**config.mk**
```make
export PLATFORM = sky130hd
export DESIGN_NAME = ascii_upper_arbiter
export DESIGN_NICKNAME = d
export VERILOG_FILES = /design/src/rtl/ascii_upper_arbiter.sv
export SDC_FILE = /design/constraint.sdc
export NUM_CORES = 1
export LEC_CHECK = 0
export CORE_MARGIN = 8
export CORE_UTILIZATION = 38
export CTS_CLUSTER_SIZE = 16
export DETAILED_ROUTE_END_ITERATION = 8
export PLACE_DENSITY = 0.81
export SYNTH_ARGS = -nofsm -noshare
export SYNTH_HDL_FRONTEND = slang
export SYNTH_SLANG_ARGS = --single-unit
```
**constraint.sdc**
```tcl
create_clock -name clk -period 1.7 [get_ports clk]
set_input_delay 0.34 -clock clk [delete_from_list [all_inputs] [get_ports clk]]
set_output_delay 0.34 -clock clk [all_outputs]
set_load 0.02 [all_outputs]
```
**src/rtl/ascii_upper_arbiter.sv**
```systemverilog
// Two-requester, packet-level arbiter sharing one ASCII-to-uppercase converter with a registered output.
// Define CASE_STATS_EN to add the saturating conv_count / byte_count statistics.
module ascii_upper_arbiter #(
  parameter int CNT_W = 16
) (
  input  logic             clk,
  input  logic             rst,
  input  logic             a_valid,
  input  logic [7:0]       a_data,
  input  logic             a_last,
  output logic             a_ready,
  input  logic             b_valid,
  input  logic [7:0]       b_data,
  input  logic             b_last,
  output logic             b_ready,
  output logic             out_valid,
  output logic [7:0]       out_data,
  output logic             out_last,
  output logic             out_src,
  input  logic             out_ready,
  output logic             busy
`ifdef CASE_STATS_EN
  ,
  output logic [CNT_W-1:0] conv_count,
  output logic [CNT_W-1:0] byte_count
`endif
);
  typedef enum logic [1:0] {IDLE = 2'd0, SERVE_A = 2'd1, SERVE_B = 2'd2} state_t;

  state_t     state_q, state_d;
  logic       ptr_q, ptr_d;  // requester that wins a tie in IDLE: 0 = A, 1 = B
  logic       out_valid_q, out_valid_d;
  logic [7:0] out_data_q, out_data_d;
  logic       out_last_q, out_last_d;
  logic       out_src_q, out_src_d;
  logic       out_free, acc_a, acc_b, acc, sel_last;
  logic [7:0] conv_in, conv_out;

  always_ff @(posedge clk) begin
    if (rst) begin
      state_q     <= IDLE;
      ptr_q       <= 1'b0;
      out_valid_q <= 1'b0;
      out_data_q  <= 8'h00;
      out_last_q  <= 1'b0;
      out_src_q   <= 1'b0;
    end else begin
      state_q     <= state_d;
      ptr_q       <= ptr_d;
      out_valid_q <= out_valid_d;
      out_data_q  <= out_data_d;
      out_last_q  <= out_last_d;
      out_src_q   <= out_src_d;
    end
  end

  always_comb begin
    state_d = state_q;
    ptr_d   = ptr_q;
    case (state_q)
      IDLE: begin
        if (a_valid && (!b_valid || !ptr_q)) state_d = SERVE_A;
        else if (b_valid)                    state_d = SERVE_B;
      end
      SERVE_A: begin
        if (acc_a && a_last) begin
          state_d = IDLE;
          ptr_d   = 1'b1;
        end
      end
      SERVE_B: begin
        if (acc_b && b_last) begin
          state_d = IDLE;
          ptr_d   = 1'b0;
        end
      end
      default: state_d = IDLE;
    endcase
  end

  // Readies depend only on state and the output slot, never on the requester's own valid.
  always_comb begin
    out_free = !out_valid_q || out_ready;
    a_ready  = (state_q == SERVE_A) && out_free;
    b_ready  = (state_q == SERVE_B) && out_free;
    busy     = (state_q != IDLE) || out_valid_q;
  end

  always_comb begin
    acc_a    = a_valid && a_ready;
    acc_b    = b_valid && b_ready;
    acc      = acc_a || acc_b;
    conv_in  = 8'h00;
    sel_last = 1'b0;
    case (state_q)
      SERVE_A: begin conv_in = a_data; sel_last = a_last; end
      SERVE_B: begin conv_in = b_data; sel_last = b_last; end
      default: ;
    endcase
    conv_out = (conv_in >= 8'h61 && conv_in <= 8'h7A) ? conv_in - 8'h20 : conv_in;

    out_valid_d = out_valid_q;
    out_data_d  = out_data_q;
    out_last_d  = out_last_q;
    out_src_d   = out_src_q;
    if (acc) begin
      out_valid_d = 1'b1;
      out_data_d  = conv_out;
      out_last_d  = sel_last;
      out_src_d   = acc_b;
    end else if (out_ready) begin
      out_valid_d = 1'b0;
    end
  end

  assign out_valid = out_valid_q;
  assign out_data  = out_data_q;
  assign out_last  = out_last_q;
  assign out_src   = out_src_q;

`ifdef CASE_STATS_EN
  logic             chg_q, chg_d;
  logic             hs;
  logic [CNT_W-1:0] conv_cnt_q, conv_cnt_d, byte_cnt_q, byte_cnt_d;
  localparam logic [CNT_W-1:0] ONE = {{(CNT_W-1){1'b0}}, 1'b1};

  always_ff @(posedge clk) begin
    if (rst) begin
      chg_q      <= 1'b0;
      conv_cnt_q <= '0;
      byte_cnt_q <= '0;
    end else begin
      chg_q      <= chg_d;
      conv_cnt_q <= conv_cnt_d;
      byte_cnt_q <= byte_cnt_d;
    end
  end

  // chg_q travels with out_data so the count reflects the byte actually handed off.
  always_comb begin
    hs         = out_valid_q && out_ready;
    chg_d      = acc ? (conv_out != conv_in) : chg_q;
    byte_cnt_d = byte_cnt_q;
    conv_cnt_d = conv_cnt_q;
    if (hs && byte_cnt_q != '1)          byte_cnt_d = byte_cnt_q + ONE;
    if (hs && chg_q && conv_cnt_q != '1) conv_cnt_d = conv_cnt_q + ONE;
  end

  assign conv_count = conv_cnt_q;
  assign byte_count = byte_cnt_q;
`endif
endmodule
```
### After elaboration in Yosys (flattened, before gate mapping)

Index checks and enable logic that the tools add are counted.

* $add $sub $neg: 1
* reduce and logical (&&, ||, !) cells: 21
* equality and inequality tests: 5
* $lt $le $gt $ge: 2
* multiplexer cells: 13

Operators by type and width (count)
* $pmux W8 S2: 1
* $ge A8 B7 Y1 const B: 1
* $le A8 B7 Y1 const B: 1
* $logic_and A1 B1 Y1: 8
* $mux W2: 4
* $mux W8: 1
* $sub A8 B6 Y8 const B: 1
* $pmux W2 S3: 1
* $reduce_and A3 Y1: 2
* $reduce_bool A2 Y1: 3
* $logic_or A1 B1 Y1: 4
* $mux W1: 4
* $ne A2 B2 Y1 const B: 2
* $pmux W1 S2: 2
* $logic_not A1 Y1: 3
* $ne A3 B3 Y1 const B: 1
* $eq A2 B1 Y1 const B: 1
* $eq A2 B2 Y1 const B: 1
* $logic_not A2 Y1: 1

* register bits: 14
* word-level logic and storage cells: 48
* output and inout port bits: 14

### Depth between registers and ports, before layout

* word-level depth: 7
* depth in mapped cells: 10
* gate-level depth less buffers: 8

### Least setup slack after synthesis

OpenSTA, ideal clock, no wires.

* kind: register -> register
* start: register state_q[0]
* end: register out_data_q[6], in the netlist out_data[6]
* path slack: -0.093 ns
* data required time: 1.626 ns
* cell stages (with the launch flop): 11
* arrival time: 1.719 ns
* buffers on the path: 2
* clock period less this slack: 1.793 ns
* cells stage by stage: dfxtp_1 inv_1 ha_1 buf_4 buf_4 a22o_1 nand2_1 ha_1 nor3_1 a21oi_1 o21ai_0

* word-level cells in the longest chain between the ends: 5
* elaborated cells on any way between the ends: 13

RTL lines
* start, declared: RTL line 30 `state_t state_q, state_d;`
* start signal, assigned: RTL line 48 `state_q <= state_d;`
* $eq A2 B2 Y1 or $eq A2 B1 Y1 (tied branches): RTL line 85, 95, 84
* $pmux W8 S2: RTL line 95 `case (state_q)`
* $ge A8 B7 Y1 or $le A8 B7 Y1 (tied branches): RTL line 100 `conv_out = (conv_in >= 8'h61 && conv_in <= 8'h7A) ? conv_in - 8'h20 : conv_in;`
* $logic_and A1 B1 Y1: RTL line 100
* $mux W8: RTL line 100
* end signal, assigned: RTL line 51 `out_data_q <= out_data_d;`
* end, declared: RTL line 33 `logic [7:0] out_data_q, out_data_d;`

Several ways; a longest one is shown, not always the timed one.
A chain may end at the register's enable or synchronous reset.

### Worst setup path in the final report

* start: register state_q[0]
* end: register out_data_q[5], in the netlist out_data[5]

Same word-level chain as after synthesis.

==> summary.md <==
| Metric | Value |
|---|---|
| Setup crit start kind | flip-flop |
| Crit path top cell by count | buf_6 |
| Via density per instance | 5.273 |
| Sw Ratio | 0.3737 |
| Post-DP HPWL | 2565 µm |
| Highest Clock Rate | 546.6 MHz |
| Starting Density | 0.3894 |
| Routability cong. | 0.8178 |
| Switching power | 603.1 µW |
| Sequential area share after synthesis | 0.3015 |
| Total GRT Usage | 0.1621 |
| Post-Syn Area per Cell | 8.014 µm² |
| Fin Clk Skew | 0.006792 ns |
| Area share of the largest cell type after synthesis | 0.3015 |
| Clock share of power | 0.116 |
| Wire length per cell | 16.68 µm |
| Internal | 1.011 mW |
| Failing checks | setup timing |
| CTS Buf Count | 3 |
| # setup viols final | 4 |
| Fill cells | 180 |
| Antenna viol nets, final | 0 |
| Max IR drop VDD | 0.6428 mV |
| Crit path kind | flip-flop to flip-flop |
| Total I/O pin count | 37 |
| Slew margin rel. | 0.7760 |
| CTS H-tree depth | 1 |
| Yosys top cell by area | dfxtp_1 |
| Outcome | finished, violations left |
| I/O Buffers | 36 |
| Clock Sinks | 14 |
| Critical path cell sequence | buf_6 > ha_4 > buf_6 > a22oi_2 > nor2b_2 > o311a_4 > nor4_4 > o41ai_2 |
| Hold Crit Class | flip-flop to flip-flop |
| Slowest stage delay, CP | 0.34 ns |
| Tcrit/Tclk final | 1.076 |
| Multi-input logic area | 725.7 µm² |
| Placement Setup Slack | -0.4050 ns |
| Dominant synthesized flop cell | dfxtp_1 |
| DRT iter0 DRCs | 44 |
| Fin. Hold Viols | 0 |
| Worst EP required | 1.85 ns |
| Clock transition at path regs | 0.09 ns |
| EDFF count, synth | 0 |
| Wire length on met3 | 218 µm |
| ANT cells | 0 |
| Dominant cells by area after synthesis | dfxtp_1 (30%), nand2_1 (5.7%), ha_1 (5.4%) |
| Final worst setup slack | -0.1297 ns |
| Sequential share of power | 0.243 |
| Share of layout cells above drive strength 1 | 0.4158 |
| Drt first pass iters | 4 |
| Max Used Layer | met4 |
| CTS tree | yes |
| Clk root buf | clkbuf_4 |
| GRT overflow | 0 |
| Worst skew pair latency | 0.27 ns |
| Lkg Pwr | 0.7665 nW |
| Distinct cells, synth | 40 |
| Post-Syn Nets | 143 |
| Placed cell count | 206 |
| DR DRC count | 0 |
| WL final | 3669 µm |
| Cells after Synth | 116 |
| Crit path DAT | 1.98 ns |
| First-pass GRT wire length | 5582 µm |
| Core area | 2387 µm² |
| Sequential Area | 285.3 µm² |
| Total chip power | 1.614 mW |
| Fraction of registers with async set/reset | 0 |
| Unrepaired setup endpoints after global routing | yes |
| Non-Filler Instances | 220 |
| Initial antenna violation count | 0 |
| Num rows | 18 |
| Slowest-stage cell, CP | dfxtp_2 |
| Final #Nets | 219 |
| Worst Tran Pin Value | 0.3354 ns |
| Via count | 1160 |
| Number of synthesis warnings | 0 |
| Buffer and inverter count on the worst path | 2 |
| CP max FO | 5 |
| Synth top cells by count | dfxtp_1 (14), nand2_1 (14), nor2_1 (13) |
| Max cap viols | 0 |
| Largest net degree at the start of global routing | 11 |
| Vias in the first global route | 1236 |
| Cell family with most CP delay | compound AO/OA/AOI/OAI gates |
| Combinational Power Share | 0.641 |
| CTS Buffer Depth | 2 |
| Layout area overhead | 95.56% |
| Synth Cell Area | 929.6 µm² |
| Die ar. | 4285 µm² |
| Detail Route met2 WL | 1913 µm |
| M1 WL | 1512 µm |
| Hold_ws | 0.5047 ns |
| Die H | 65.46 µm |
| Chip width | 65.46 µm |
| Fin. max-slew vios | 0 |
| Minimum clock period | 1.830 ns |
| # hold bufs at CTS | 0 |
| Pwr Density | 887.7 nW/µm² |
| Endpoint class of the critical path | flip-flop |
| #FFs+latches synth | 14 |
-- registers in the layout, summed over array words and instances (netlist names) --
signal and cells:
out_src 1, out_data 8, out_valid 1, ptr_q 1, state_q 2, out_last 1
-- area by class of cell --
class,instances,share of cell area
Timing Repair Buffer,78,0.4026
Multi-Input combinational cell,91,0.3992
Clock buffer,3,0.01239
Sequential cell,14,0.1569
Inverter,4,0.008259
Tap cell,30,0.02065
-- worst paths after layout --
check	from	endpoint	slack [ns]	cells after the start
setup reg to reg	state_q[0]	out_data[5]	-0.13	8
hold / removal	out_data[1]	out_data[1]	0.50	2
setup / recovery	state_q[0]	out_data[5]	-0.13	8
hold reg to reg	out_data[1]	out_data[1]	0.50	2
-- power by group through the flow --
stage | sequential, mW | combinational (mW) | clock [mW]
2_1_floorplan | 0.403 | 0.416 | 0
3_3_place_gp | 0.388 | 0.792 | 0
5_1_grt | 0.396 | 1.10 | 0.209
6_report | 0.392 | 1.03 | 0.188
3_5_place_dp | 0.389 | 0.818 | 0
4_1_cts | 0.390 | 0.882 | 0.189
-- cell families (layout without fill, tap and decap cells) --
family	count (synthesis)	in the layout	share of synthesized area
simple gates	47	47	0.2517
compound gates	37	37	0.2840
flops	14	14	0.3015
buf+inv	11	85	0.07536
fa+ha+maj	4	4	0.05384
mux	3	3	0.03365
-- cell usage in the layout, fill, tap and decap left out, types with 3 or more instances in the layout --
cell,Yosys,routed
clkdlybuf4s50_1,0,32
buf_4,3,30
nor2_1,13,12
dfxtp_1,14,12
nand2_1,14,11
buf_6,1,11
a21oi_1,9,9
a22oi_1,6,4
o21ai_1,1,3
a22oi_2,1,3
nor3b_1,3,3
ha_4,0,3
clkbuf_4,0,3
-- per-stage QoR --
step | util | TNS (ns) | cell area (µm²)
detailed placement | 0.6509 | -3.216 | 1554
global route | 0.7615 | -0.6450 | 1818
floorplan | - | 0 | 958.4
global placement | 0.6509 | -2.875 | 1554
CTS | 0.6976 | -0.3559 | 1665
finish | 0.7615 | -0.3512 | 1818
-- worst reg2reg max path, delay by kind of cell (launching register included) --
family	cells	cell delay [ns]
AOI/OAI and AO/OA	3	0.57
and+or+nand+nor	2	0.39
adders and majority gates	1	0.18
DFF	1	0.34
buffers and inverters	2	0.23
-- metal layers --
layer  vias to the layer above  global-route usage
met1                       555              0.1783
met5                         -                   0
met3                         4             0.04592
met4                         0             0.04905
li1                        570                   -
met2                        31              0.2927
-- timing repair --
action	4_1_cts	5_1_grt
resized for setup	25	28
buffers inserted	5	7
pin swaps	10	8
setup endpoints to repair	13	13
cloned	0	0
No activity file was read; power rests on OpenSTA's default activity.
